[src/rtl/cmd_stream_pkg.sv]
// ---------------------------------------------------------------------------
// cmd_stream_pkg
//
// Shared definitions for the command stream router: opcode values, header
// field positions, FSM state encoding and destination indices.
//
// Header beat layout (low 32 bits only; anything above bit 31 is ignored):
//   [31:28]          opcode
//   [LEN_WIDTH-1:0]  payload length in beats
// ---------------------------------------------------------------------------
package cmd_stream_pkg;

    localparam int HDR_WIDTH  = 32;
    localparam int HDR_OP_MSB = 31;
    localparam int HDR_OP_LSB = 28;
    localparam int OP_WIDTH   = HDR_OP_MSB - HDR_OP_LSB + 1;

    typedef enum logic [OP_WIDTH-1:0] {
        OP_NOP        = 4'd0,
        OP_REG_WRITE  = 4'd1,
        OP_TEX_STREAM = 4'd2,
        OP_FB_SWAP    = 4'd3
    } opcode_t;

    typedef enum logic [2:0] {
        ST_IDLE      = 3'd0,
        ST_STREAM    = 3'd1,
        ST_DRAIN     = 3'd2,
        ST_SWAP      = 3'd3,
        ST_SWAP_WAIT = 3'd4
    } state_t;

    // Payload destinations, used as bit positions of a one-hot select.
    localparam int NUM_DEST     = 2;
    localparam int DEST_REG_IDX = 0;
    localparam int DEST_TEX_IDX = 1;

    function automatic logic [OP_WIDTH-1:0] hdr_opcode(input logic [HDR_WIDTH-1:0] hdr);
        return hdr[HDR_OP_MSB:HDR_OP_LSB];
    endfunction

endpackage

[src/rtl/cmd_stream_router.sv]
// ---------------------------------------------------------------------------
// cmd_stream_router
//
// Parses a command stream made of header beats followed by payload beats and
// routes payloads to either the register bank or the texture loader. Also
// issues framebuffer swap requests and flags illegal opcodes.
//
// Ports
//   aclk, resetn               clock, synchronous active-low reset
//   s_axis_*                   command input stream (tlast is ignored)
//   m_reg_axis_*               payload stream to the register bank
//   m_tex_axis_*               payload stream to the texture loader
//   fb_swap                    one-cycle framebuffer swap request
//   fb_busy                    framebuffer swap in progress
//   cmd_error                  sticky illegal-opcode flag
//
// Payload beats are passed through combinationally (zero latency), so the
// downstream stability guarantee comes directly from the upstream source
// holding tdata/tvalid while stalled.
// ---------------------------------------------------------------------------
module cmd_stream_router
    import cmd_stream_pkg::*;
#(
    parameter int CMD_STREAM_WIDTH = 32,
    parameter int LEN_WIDTH        = 16
) (
    input  logic                        aclk,
    input  logic                        resetn,

    input  logic                        s_axis_tvalid,
    output logic                        s_axis_tready,
    input  logic [CMD_STREAM_WIDTH-1:0] s_axis_tdata,
    input  logic                        s_axis_tlast,

    output logic                        m_reg_axis_tvalid,
    input  logic                        m_reg_axis_tready,
    output logic                        m_reg_axis_tlast,
    output logic [CMD_STREAM_WIDTH-1:0] m_reg_axis_tdata,

    output logic                        m_tex_axis_tvalid,
    input  logic                        m_tex_axis_tready,
    output logic                        m_tex_axis_tlast,
    output logic [CMD_STREAM_WIDTH-1:0] m_tex_axis_tdata,

    output logic                        fb_swap,
    input  logic                        fb_busy,
    output logic                        cmd_error
);

    // Packet framing is carried by the header length, not by tlast.
    logic unused_tlast;
    assign unused_tlast = s_axis_tlast;

    // ------------------------------------------------------------------
    // Registered state
    // ------------------------------------------------------------------
    state_t                 state_reg;
    logic [LEN_WIDTH-1:0]   remaining_reg;
    logic [NUM_DEST-1:0]    dest_sel_reg;   // one-hot payload destination
    logic                   cmd_error_reg;
    logic                   fb_swap_reg;

    // ------------------------------------------------------------------
    // Header decode (only meaningful while in IDLE)
    // ------------------------------------------------------------------
    logic [OP_WIDTH-1:0]    hdr_op;
    logic [LEN_WIDTH-1:0]   hdr_len;
    logic                   hdr_len_zero;

    assign hdr_op       = hdr_opcode(s_axis_tdata[HDR_WIDTH-1:0]);
    assign hdr_len      = s_axis_tdata[LEN_WIDTH-1:0];
    assign hdr_len_zero = (hdr_len == '0);

    // ------------------------------------------------------------------
    // Combinational handshake / output muxing
    // ------------------------------------------------------------------
    logic [NUM_DEST-1:0]    dest_ready;
    logic [NUM_DEST-1:0]    dest_valid;
    logic [NUM_DEST-1:0]    dest_last;
    logic                   sel_ready;
    logic                   stream_active;
    logic                   last_beat;
    logic                   beat;

    assign dest_ready[DEST_REG_IDX] = m_reg_axis_tready;
    assign dest_ready[DEST_TEX_IDX] = m_tex_axis_tready;

    // Outputs are qualified with resetn so they are quiet for the whole
    // reset interval, including the cycles before the first clock edge.
    assign stream_active = resetn && (state_reg == ST_STREAM);
    assign last_beat     = (remaining_reg == LEN_WIDTH'(1));
    assign sel_ready     = |(dest_sel_reg & dest_ready);

    generate
        for (genvar gi = 0; gi < NUM_DEST; gi++) begin : g_dest
            logic sel;
            assign sel            = stream_active && dest_sel_reg[gi];
            assign dest_valid[gi] = sel && s_axis_tvalid;
            assign dest_last[gi]  = sel && last_beat;
        end
    endgenerate

    always_comb begin
        s_axis_tready = 1'b0;
        if (resetn) begin
            case (state_reg)
                ST_IDLE:   s_axis_tready = 1'b1;
                ST_DRAIN:  s_axis_tready = 1'b1;
                ST_STREAM: s_axis_tready = sel_ready;
                default:   s_axis_tready = 1'b0;
            endcase
        end
    end

    assign beat = s_axis_tvalid && s_axis_tready;

    assign m_reg_axis_tvalid = dest_valid[DEST_REG_IDX];
    assign m_reg_axis_tlast  = dest_last[DEST_REG_IDX];
    assign m_reg_axis_tdata  = s_axis_tdata;

    assign m_tex_axis_tvalid = dest_valid[DEST_TEX_IDX];
    assign m_tex_axis_tlast  = dest_last[DEST_TEX_IDX];
    assign m_tex_axis_tdata  = s_axis_tdata;

    assign fb_swap   = resetn && fb_swap_reg;
    assign cmd_error = resetn && cmd_error_reg;

    // ------------------------------------------------------------------
    // Control FSM
    // ------------------------------------------------------------------
    always_ff @(posedge aclk) begin
        if (!resetn) begin
            state_reg     <= ST_IDLE;
            remaining_reg <= '0;
            dest_sel_reg  <= '0;
            cmd_error_reg <= 1'b0;
            fb_swap_reg   <= 1'b0;
        end else begin
            fb_swap_reg <= 1'b0;
            case (state_reg)
                ST_IDLE: begin
                    if (s_axis_tvalid) begin
                        case (hdr_op)
                            OP_NOP: begin
                                // header consumed, nothing else to do
                            end
                            OP_REG_WRITE, OP_TEX_STREAM: begin
                                // Zero-length payloads are consumed as bare headers.
                                if (!hdr_len_zero) begin
                                    state_reg                  <= ST_STREAM;
                                    remaining_reg              <= hdr_len;
                                    dest_sel_reg[DEST_REG_IDX] <= (hdr_op == OP_REG_WRITE);
                                    dest_sel_reg[DEST_TEX_IDX] <= (hdr_op == OP_TEX_STREAM);
                                end
                            end
                            OP_FB_SWAP: begin
                                // Pulse is issued in the same cycle the FSM sits in SWAP.
                                state_reg   <= ST_SWAP;
                                fb_swap_reg <= 1'b1;
                            end
                            default: begin
                                // Unknown opcode: flag it and throw away its payload
                                // so the stream stays framed.
                                cmd_error_reg <= 1'b1;
                                if (!hdr_len_zero) begin
                                    state_reg     <= ST_DRAIN;
                                    remaining_reg <= hdr_len;
                                end
                            end
                        endcase
                    end
                end

                ST_STREAM, ST_DRAIN: begin
                    // remaining is >= 1 in these states, so it cannot wrap.
                    if (beat) begin
                        remaining_reg <= remaining_reg - LEN_WIDTH'(1);
                        if (last_beat) begin
                            state_reg <= ST_IDLE;
                        end
                    end
                end

                ST_SWAP: begin
                    state_reg <= ST_SWAP_WAIT;
                end

                ST_SWAP_WAIT: begin
                    if (!fb_busy) begin
                        state_reg <= ST_IDLE;
                    end
                end

                default: begin
                    state_reg <= ST_IDLE;
                end
            endcase
        end
    end

endmodule

[config.mk]
export PLATFORM = sky130hd
export DESIGN_NAME = cmd_stream_router
export DESIGN_NICKNAME = d
export VERILOG_FILES = /design/src/rtl/cmd_stream_pkg.sv /design/src/rtl/cmd_stream_router.sv
export SDC_FILE = /design/constraint.sdc
export NUM_CORES = 1
export LEC_CHECK = 0
export CORE_MARGIN = 5
export CORE_UTILIZATION = 40
export DETAILED_ROUTE_END_ITERATION = 8
export GPL_TIMING_DRIVEN = 0
export PLACE_DENSITY = 0.87
export SLEW_MARGIN = 15
export SYNTH_ARGS = -nofsm -noshare
export SYNTH_HDL_FRONTEND = slang
export SYNTH_SLANG_ARGS = --single-unit
export TNS_END_PERCENT = 5
[constraint.sdc]
create_clock -name aclk -period 2.5 [get_ports aclk]
set_input_delay 0.375 -clock aclk [delete_from_list [all_inputs] [get_ports aclk]]
set_output_delay 0.375 -clock aclk [all_outputs]
set_load 0.01 [all_outputs]
==> qor.csv, run 1 <==
stage;metric;value;unit
min_path;hp-class;register to register;
clocking;ctsHoldBuffers;0;
synth;yosys.area_share.xor_xnor;0.00857;
floorplan;dieArea;6640;um2
worst_setup_path;worstPathArrival;2.10;ns
clocking;cts_tree;built;
drt;met3WireLength;759;um
drt;drc;0;
synth;synth-compound-area-share;0.217;
timing;finalCriticalPeriod;2.47;ns
timing;slew_violations;0;
grt;first_global_vias;2321;
power;power;1.59;mW
grt;grt_max_degree;14;
timing;fmax;404;MHz
worst_setup_path;path_max_fanout;7;
worst_setup_path;crit_chain;or4_1, nor3_1, nand2_1, nor2_1, clkdlybuf4s15_2;
power;ir_worst_vdd;0.264;mV
synth;ys.flop_type;dfxtp_1;
floorplan;initial_core_util;0.405;
clocking;htree_levels;1;
layout;fin_nets;414;
layout;final_cell_area;3180;um2
worst_setup_path;cp_slowest_stage_delay;0.63;ns
worst_setup_path;critPathBufInv;1;
synth;ys_top_cells_by_area;buf_4, dfxtp_1, a21oi_1;
drt;vias;2408;
clocking;clockBufferDepth;2;
run;drv_cap;0;
synth;synthSimpleGateAreaFrac;0.243;
clocking;cts_buffers;3;
drt;met1Wirelength;2460;um
synth;yosys.cell_types.count;49;
timing;rsz0062_at_grt;false;
synth;synthMuxAreaShare;0.0196;
grt;track_usage;0.192;
synth;seq_area_frac_synth;0.225;
synth;syn_avg_cell_area;7.51;um2
synth;synth_top_family_by_area;buffers and inverters;
power;p_comb_frac;0.552;
layout;final_util;0.630;
layout;antenna-diode-count;0;
drt;drt-pass1-iter-count;5;
floorplan;die_y;81.5;um
timing;hold_viol;0;
run_status;status;finished clean;
grt;grt_pass1_wl;10300;um
timing;maxSlewHeadroom;0.486;
placed_design;dpl.hpwl;5070;um
worst_setup_path;worstSetupStartpointType;register;
placed_design;gp_congestion;0.869;
power;clockPowerShare;0.153;
power;p_sw;644;uW
timing;post-route-period-util;0.990;
synth;synth_top_area_frac;0.235;
synth;synthesis.nets;313;
layout;largest_reg_flops;16;
drt;wl_met2;3270;um
worst_setup_path;crit_type;register to primary output;
clocking;root_buffer;clkbuf_8;
power;switching_share;0.406;
drt;detail_route.wirelength;6610;um
power;seqPwrFrac;0.294;
power;intPower;944;uW
synth;yosysTopAreaCell;buf_4;
timing;clock-skew-final;0.00898;ns
grt;grt_overflow_total;0;
synth;syn_area;2040;um2
clocking;clk_pin_slew;0.09;ns
synth;synthTopCellsByCount;buf_4, nor2_1, dfxtp_1;
synth;synth_edf_count;0;
layout;area_delta_synth_final;55.5;%
layout;nFillCells;441;
floorplan;fp.dieW;81.5;um
power;powerDensity;500;nW/um2
drt;drtIter0Drc;288;
drt;antenna_left;0;
drt;vias_per_cell;5.45;
power;cellLeakagePower;1.24;nW
worst_setup_path;end_kind;primary output;
worst_setup_path;critical_path_required;2.12;ns
synth;synthAdderAreaFrac;0.0122;
synth;synth_cells;272;
grt;antenna_found_initial;0;
clocking;numClockSinks;23;
clocking;clk-insertion-delay-late;0.28;ns
synth;synth_most_common_cell;buf_4;
synth;yosysWarnings;0;
placed_design;portBuffers;95;
layout;drive_above_1_share;0.242;
floorplan;core;5040;um2
drt;top_layer;met4;
floorplan;io_pins;110;
worst_setup_path;slowest_stage;or4_1;
placed_design;detailed_place.area;3080;um2
floorplan;floorplan.rows;26;
timing;setup_viol;0;
synth;ys_seq_elements;23;
drt;wl_per_cell;14.9;um
worst_setup_path;cpLargestDelayFamily;simple AND/OR/NAND/NOR gates;
timing;worst_slew_pin_slew;0.765;ns
synth;synthArstFlopShare;0;
==> what timing repair did <==
item                                    in CTS  in global routing
gates resized for setup                     12                  4
setup buffers                                1                  0
pin swaps                                    1                  1
endpoints found under the setup margin       2                 10
==> logic make-up after synthesis <==
| kind of cell | count (synthesis) |
|---|---|
| AOI/OAI and AO/OA | 65 |
| xor gates and xnor gates | 2 |
| adders and majority gates | 2 |
| buffers and inverters | 83 |
| DFF | 23 |
| muxes | 4 |
| and+or+nand+nor | 93 |
==> metrics by stage <==
step / TNS (ns) / hold WS, ns / instances / setup slack [ns]
3_3_place_gp: -1.43 / 0.442 / 437 / -0.190
4_1_cts: 0 / 0.468 / 442 / 0.0146
3_5_place_dp: -2.08 / 0.446 / 437 / -0.212
2_1_floorplan: 0 / 0.432 / 272 / 0.528
6_report: 0 / 0.466 / 442 / 0.0255
5_1_grt: 0 / 0.488 / 442 / 0.00379
==> cells in the final DEF (no fill, tap or decap), types with 4 or more instances in the layout <==
master,Yosys,final
buf_4,64,65
dfxtp_1,23,22
o211ai_1,9,9
nor4_1,10,9
o21a_1,4,4
a21oi_1,21,21
buf_2,6,5
clkbuf_1,9,8
nand3_1,5,5
clkdlybuf4s50_1,0,93
nand2_1,17,17
o32ai_1,5,5
a211oi_1,4,4
nor2_1,27,27
mux2i_1,4,4
o31ai_1,7,7
nor3_1,9,9
==> path summary, 6_finish.rpt <==
kind	startpoint	to	slack [ns]	cells after the start
setup reg to reg	remaining_reg[4]	remaining_reg[14]	0.13	5
hold / removal	cmd_error_reg	cmd_error_reg	0.47	1
setup / recovery	remaining_reg[4]	m_tex_axis_tlast	0.03	5
hold reg to reg	cmd_error_reg	cmd_error_reg	0.47	1
==> layout make-up <==
| type | instances | area [um2] | area share |
|---|---|---|---|
| clock buffer | 3 | 41.3 | 0.0130 |
| timing repair buffer | 96 | 961 | 0.302 |
| buffer | 79 | 552 | 0.174 |
| clock inverter | 1 | 5.00 | 0.00158 |
| inverter | 4 | 15.0 | 0.00473 |
| sequential | 23 | 462 | 0.145 |
| tap | 70 | 87.6 | 0.0276 |
| multi-input combinational | 166 | 1050 | 0.332 |
==> power by group through the flow <==
| stage | Clock, mW | Sequential [mW] | Combinational (mW) |
|---|---|---|---|
| 2_1_floorplan | 0 | 0.454 | 0.529 |
| 3_3_place_gp | 0 | 0.464 | 0.787 |
| 3_5_place_dp | 0 | 0.466 | 0.808 |
| 4_1_cts | 0.245 | 0.463 | 0.853 |
| 5_1_grt | 0.259 | 0.472 | 0.938 |
| 6_report | 0.243 | 0.467 | 0.877 |
==> metal layers <==
layer / up-vias / track usage
met2: 170 / 0.349
li1: 1131 / -
met1: 1089 / 0.210
met4: 0 / 0.0676
met3: 18 / 0.0559
met5: - / 0
No activity file was read; power rests on OpenSTA's default activity.
==> inputs of run 2 (changes only) <==
--- a/config.mk
+++ b/config.mk
@@ -9,6 +9,7 @@
 export CORE_UTILIZATION = 40
 export DETAILED_ROUTE_END_ITERATION = 8
 export GPL_TIMING_DRIVEN = 0
+export MAX_ROUTING_LAYER = met4
 export PLACE_DENSITY = 0.87
 export SLEW_MARGIN = 15
 export SYNTH_ARGS = -nofsm -noshare
==> run 2 against run 1 <==
  * Non-clock buffer count unchanged
  * Critical endpoint unchanged
  * Die area is the same
  * First-iteration DRC count increased by 13%
  * Clock-buffer cell count unchanged
  * Power about the same
  * Setup slack improved by 0.025 ns
  * Combinational power about the same
  * Global-route usage increased by 0.54 points
  * Critical path type unchanged
==> qor.csv, run 2 (synthesized netlist as in run 1, its figures left out) <==
stage;metric;value;unit
power;ir_worst_vdd;0.267;mV
min_path;hold_path_depth;1;
placed_design;dpl.hpwl;5070;um
clocking;cts_tree;built;
min_path;min-delay-start;cmd_error_reg;
placed_design;gp_congestion;0.883;
worst_setup_path;end_kind;primary output;
layout;final_cell_mix;clkdlybuf4s50_1, buf_4, nor2_1, dfxtp_1, a21oi_1;
clocking;cts_buffers;3;
grt;top_usage_layer;met2;
timing;fmax;408;MHz
timing;maxSlewHeadroom;0.508;
drt;drc;0;
placed_design;placed_cells;437;
grt;met2_usage;0.349;
drt;drtIter0Drc;326;
worst_setup_path;cpLargestDelayFamily;simple AND/OR/NAND/NOR gates;
worst_setup_path;r2r_end;remaining_reg[14];
grt;antenna_found_initial;0;
worst_setup_path;path_max_fanout;7;
layout;fin_nets;414;
layout;multiInputGateArea;1050;um2
drt;vias;2418;
placed_design;portBuffers;95;
worst_setup_path;worstSetupStartpointType;register;
grt;track_usage;0.197;
clocking;numClockSinks;23;
placed_design;detailed_place.area;3080;um2
timing;setup_viol;0;
layout;drive_above_1_share;0.242;
grt;first_global_vias;2321;
layout;seq_area;462;um2
worst_setup_path;cp_slowest_stage_delay;0.62;ns
worst_setup_path;worstPathArrival;2.07;ns
grt;grt_pass1_wl;10300;um
placed_design;place_ws;-0.212;ns
clocking;htree_levels;1;
floorplan;fp.dieW;81.5;um
run;drv_cap;0;
layout;nFillCells;441;
clocking;root_buffer;clkbuf_8;
power;cellLeakagePower;1.24;nW
power;powerDensity;500;nW/um2
drt;antenna_left;0;
clocking;clk-insertion-delay-late;0.28;ns
floorplan;dieArea;6640;um2
timing;post-route-period-util;0.980;
grt;met3_usage;0.0461;
floorplan;floorplan.rows;26;
layout;area_delta_synth_final;55.5;%
layout;final_common_cell;clkdlybuf4s50_1;
grt;grt_overflow_total;0;
worst_setup_path;timing.rr.start;remaining_reg[4];
timing;finalCriticalPeriod;2.45;ns
drt;vias_per_cell;5.47;
grt;grt_max_degree;14;
timing;clock-skew-final;0.00641;ns
drt;drt-pass1-iter-count;5;
timing;layout_setup_ws;0.0506;ns
worst_setup_path;crit_chain;or4_1, nor3_1, nand2_1, nor2_1, clkdlybuf4s15_2;
clocking;clk_pin_slew;0.09;ns
drt;wl_per_cell;14.9;um
run_status;status;finished clean;
drt;detail_route.wirelength;6600;um
timing;worst_slew_pin_slew;0.732;ns
timing;slew_violations;0;
worst_setup_path;ff2ff_setup_slack;0.19;ns
worst_setup_path;critPathBufInv;1;
grt;grt.met1_usage;0.216;
layout;antenna-diode-count;0;
min_path;holdPathEnd;cmd_error_reg;
worst_setup_path;reg2reg_depth;5;
floorplan;io_pins;110;
clocking;clockBufferDepth;2;
worst_setup_path;slowest_stage;or4_1;
layout;layoutNonFillerInstCount;442;
layout;largest_reg_flops;16;
timing;rsz0062_at_grt;false;
floorplan;core;5040;um2
worst_setup_path;crit_type;register to primary output;
worst_setup_path;critical_path_required;2.12;ns
timing;hold_viol;0;
floorplan;initial_core_util;0.405;
min_path;hp-class;register to register;
layout;final_cell_area;3180;um2
floorplan;die_y;81.5;um
-- run 2: cell counts in the layout (fill, tap and decap cells not counted) --
No cell type changed its count.
-- run 2: cell type report --
| class | instances | area share |
|---|---|---|
| buffer | 79 | 0.174 |
| multi-input combinational | 166 | 0.332 |
| clock buffer | 3 | 0.0130 |
| inverter | 4 | 0.00473 |
| tap | 70 | 0.0276 |
| sequential | 23 | 0.145 |
| timing repair buffer | 96 | 0.302 |
| clock inverter | 1 | 0.00158 |
-- run 2: report_power, final --
group | total (mW) | leakage [nW] | internal (mW) | switching, mW
clock network | 0.246 | 0.0255 | 0.112 | 0.135
registers | 0.467 | 0.189 | 0.413 | 0.0536
logic | 0.875 | 1.03 | 0.419 | 0.456
total | 1.59 | 1.24 | 0.944 | 0.644
-- run 2: per-layer routing --
layer	up-vias	wire length, um
met5	-	0
met1	1097	2520
met4	0	160
met3	27	689
met2	166	3230
li1	1128	-
-- run 2: how the worst max path moves through the flow --
| stage | end | startpoint | slack [ns] | depth (start not counted) |
|---|---|---|---|---|
| after floorplan | remaining_reg[14] | remaining_reg[0] | 0.53 | 7 |
| after global placement | remaining_reg[12] | s_axis_tdata[13] | -0.19 | 7 |
| after detailed placement | remaining_reg[12] | s_axis_tdata[13] | -0.21 | 7 |
| after CTS | m_tex_axis_tlast | remaining_reg[8] | 0.01 | 6 |
| after global routing | m_tex_axis_tlast | remaining_reg[4] | 0.004 | 5 |
| final | m_tex_axis_tlast | remaining_reg[4] | 0.05 | 5 |
-- run 2: repair_timing --
| item | CTS | global route |
|---|---|---|
| pin swaps | 1 | 1 |
| buffers inserted | 1 | 0 |
| gates resized for setup | 12 | 4 |
| hold buffers | 0 | 0 |
| setup endpoints to repair | 2 | 10 |
| endpoints found under the hold margin | 0 | 0 |
-- run 2: through the flow --
step                      hold WS (ns)   util  setup TNS [ns]  power, mW
after global placement           0.442  0.611           -1.43       1.25
after floorplan                  0.432      -               0      0.984
final                            0.467  0.630               0       1.59
after detailed placement         0.446  0.611           -2.08       1.27
after global routing             0.488  0.630               0       1.67
after CTS                        0.468  0.628               0       1.56
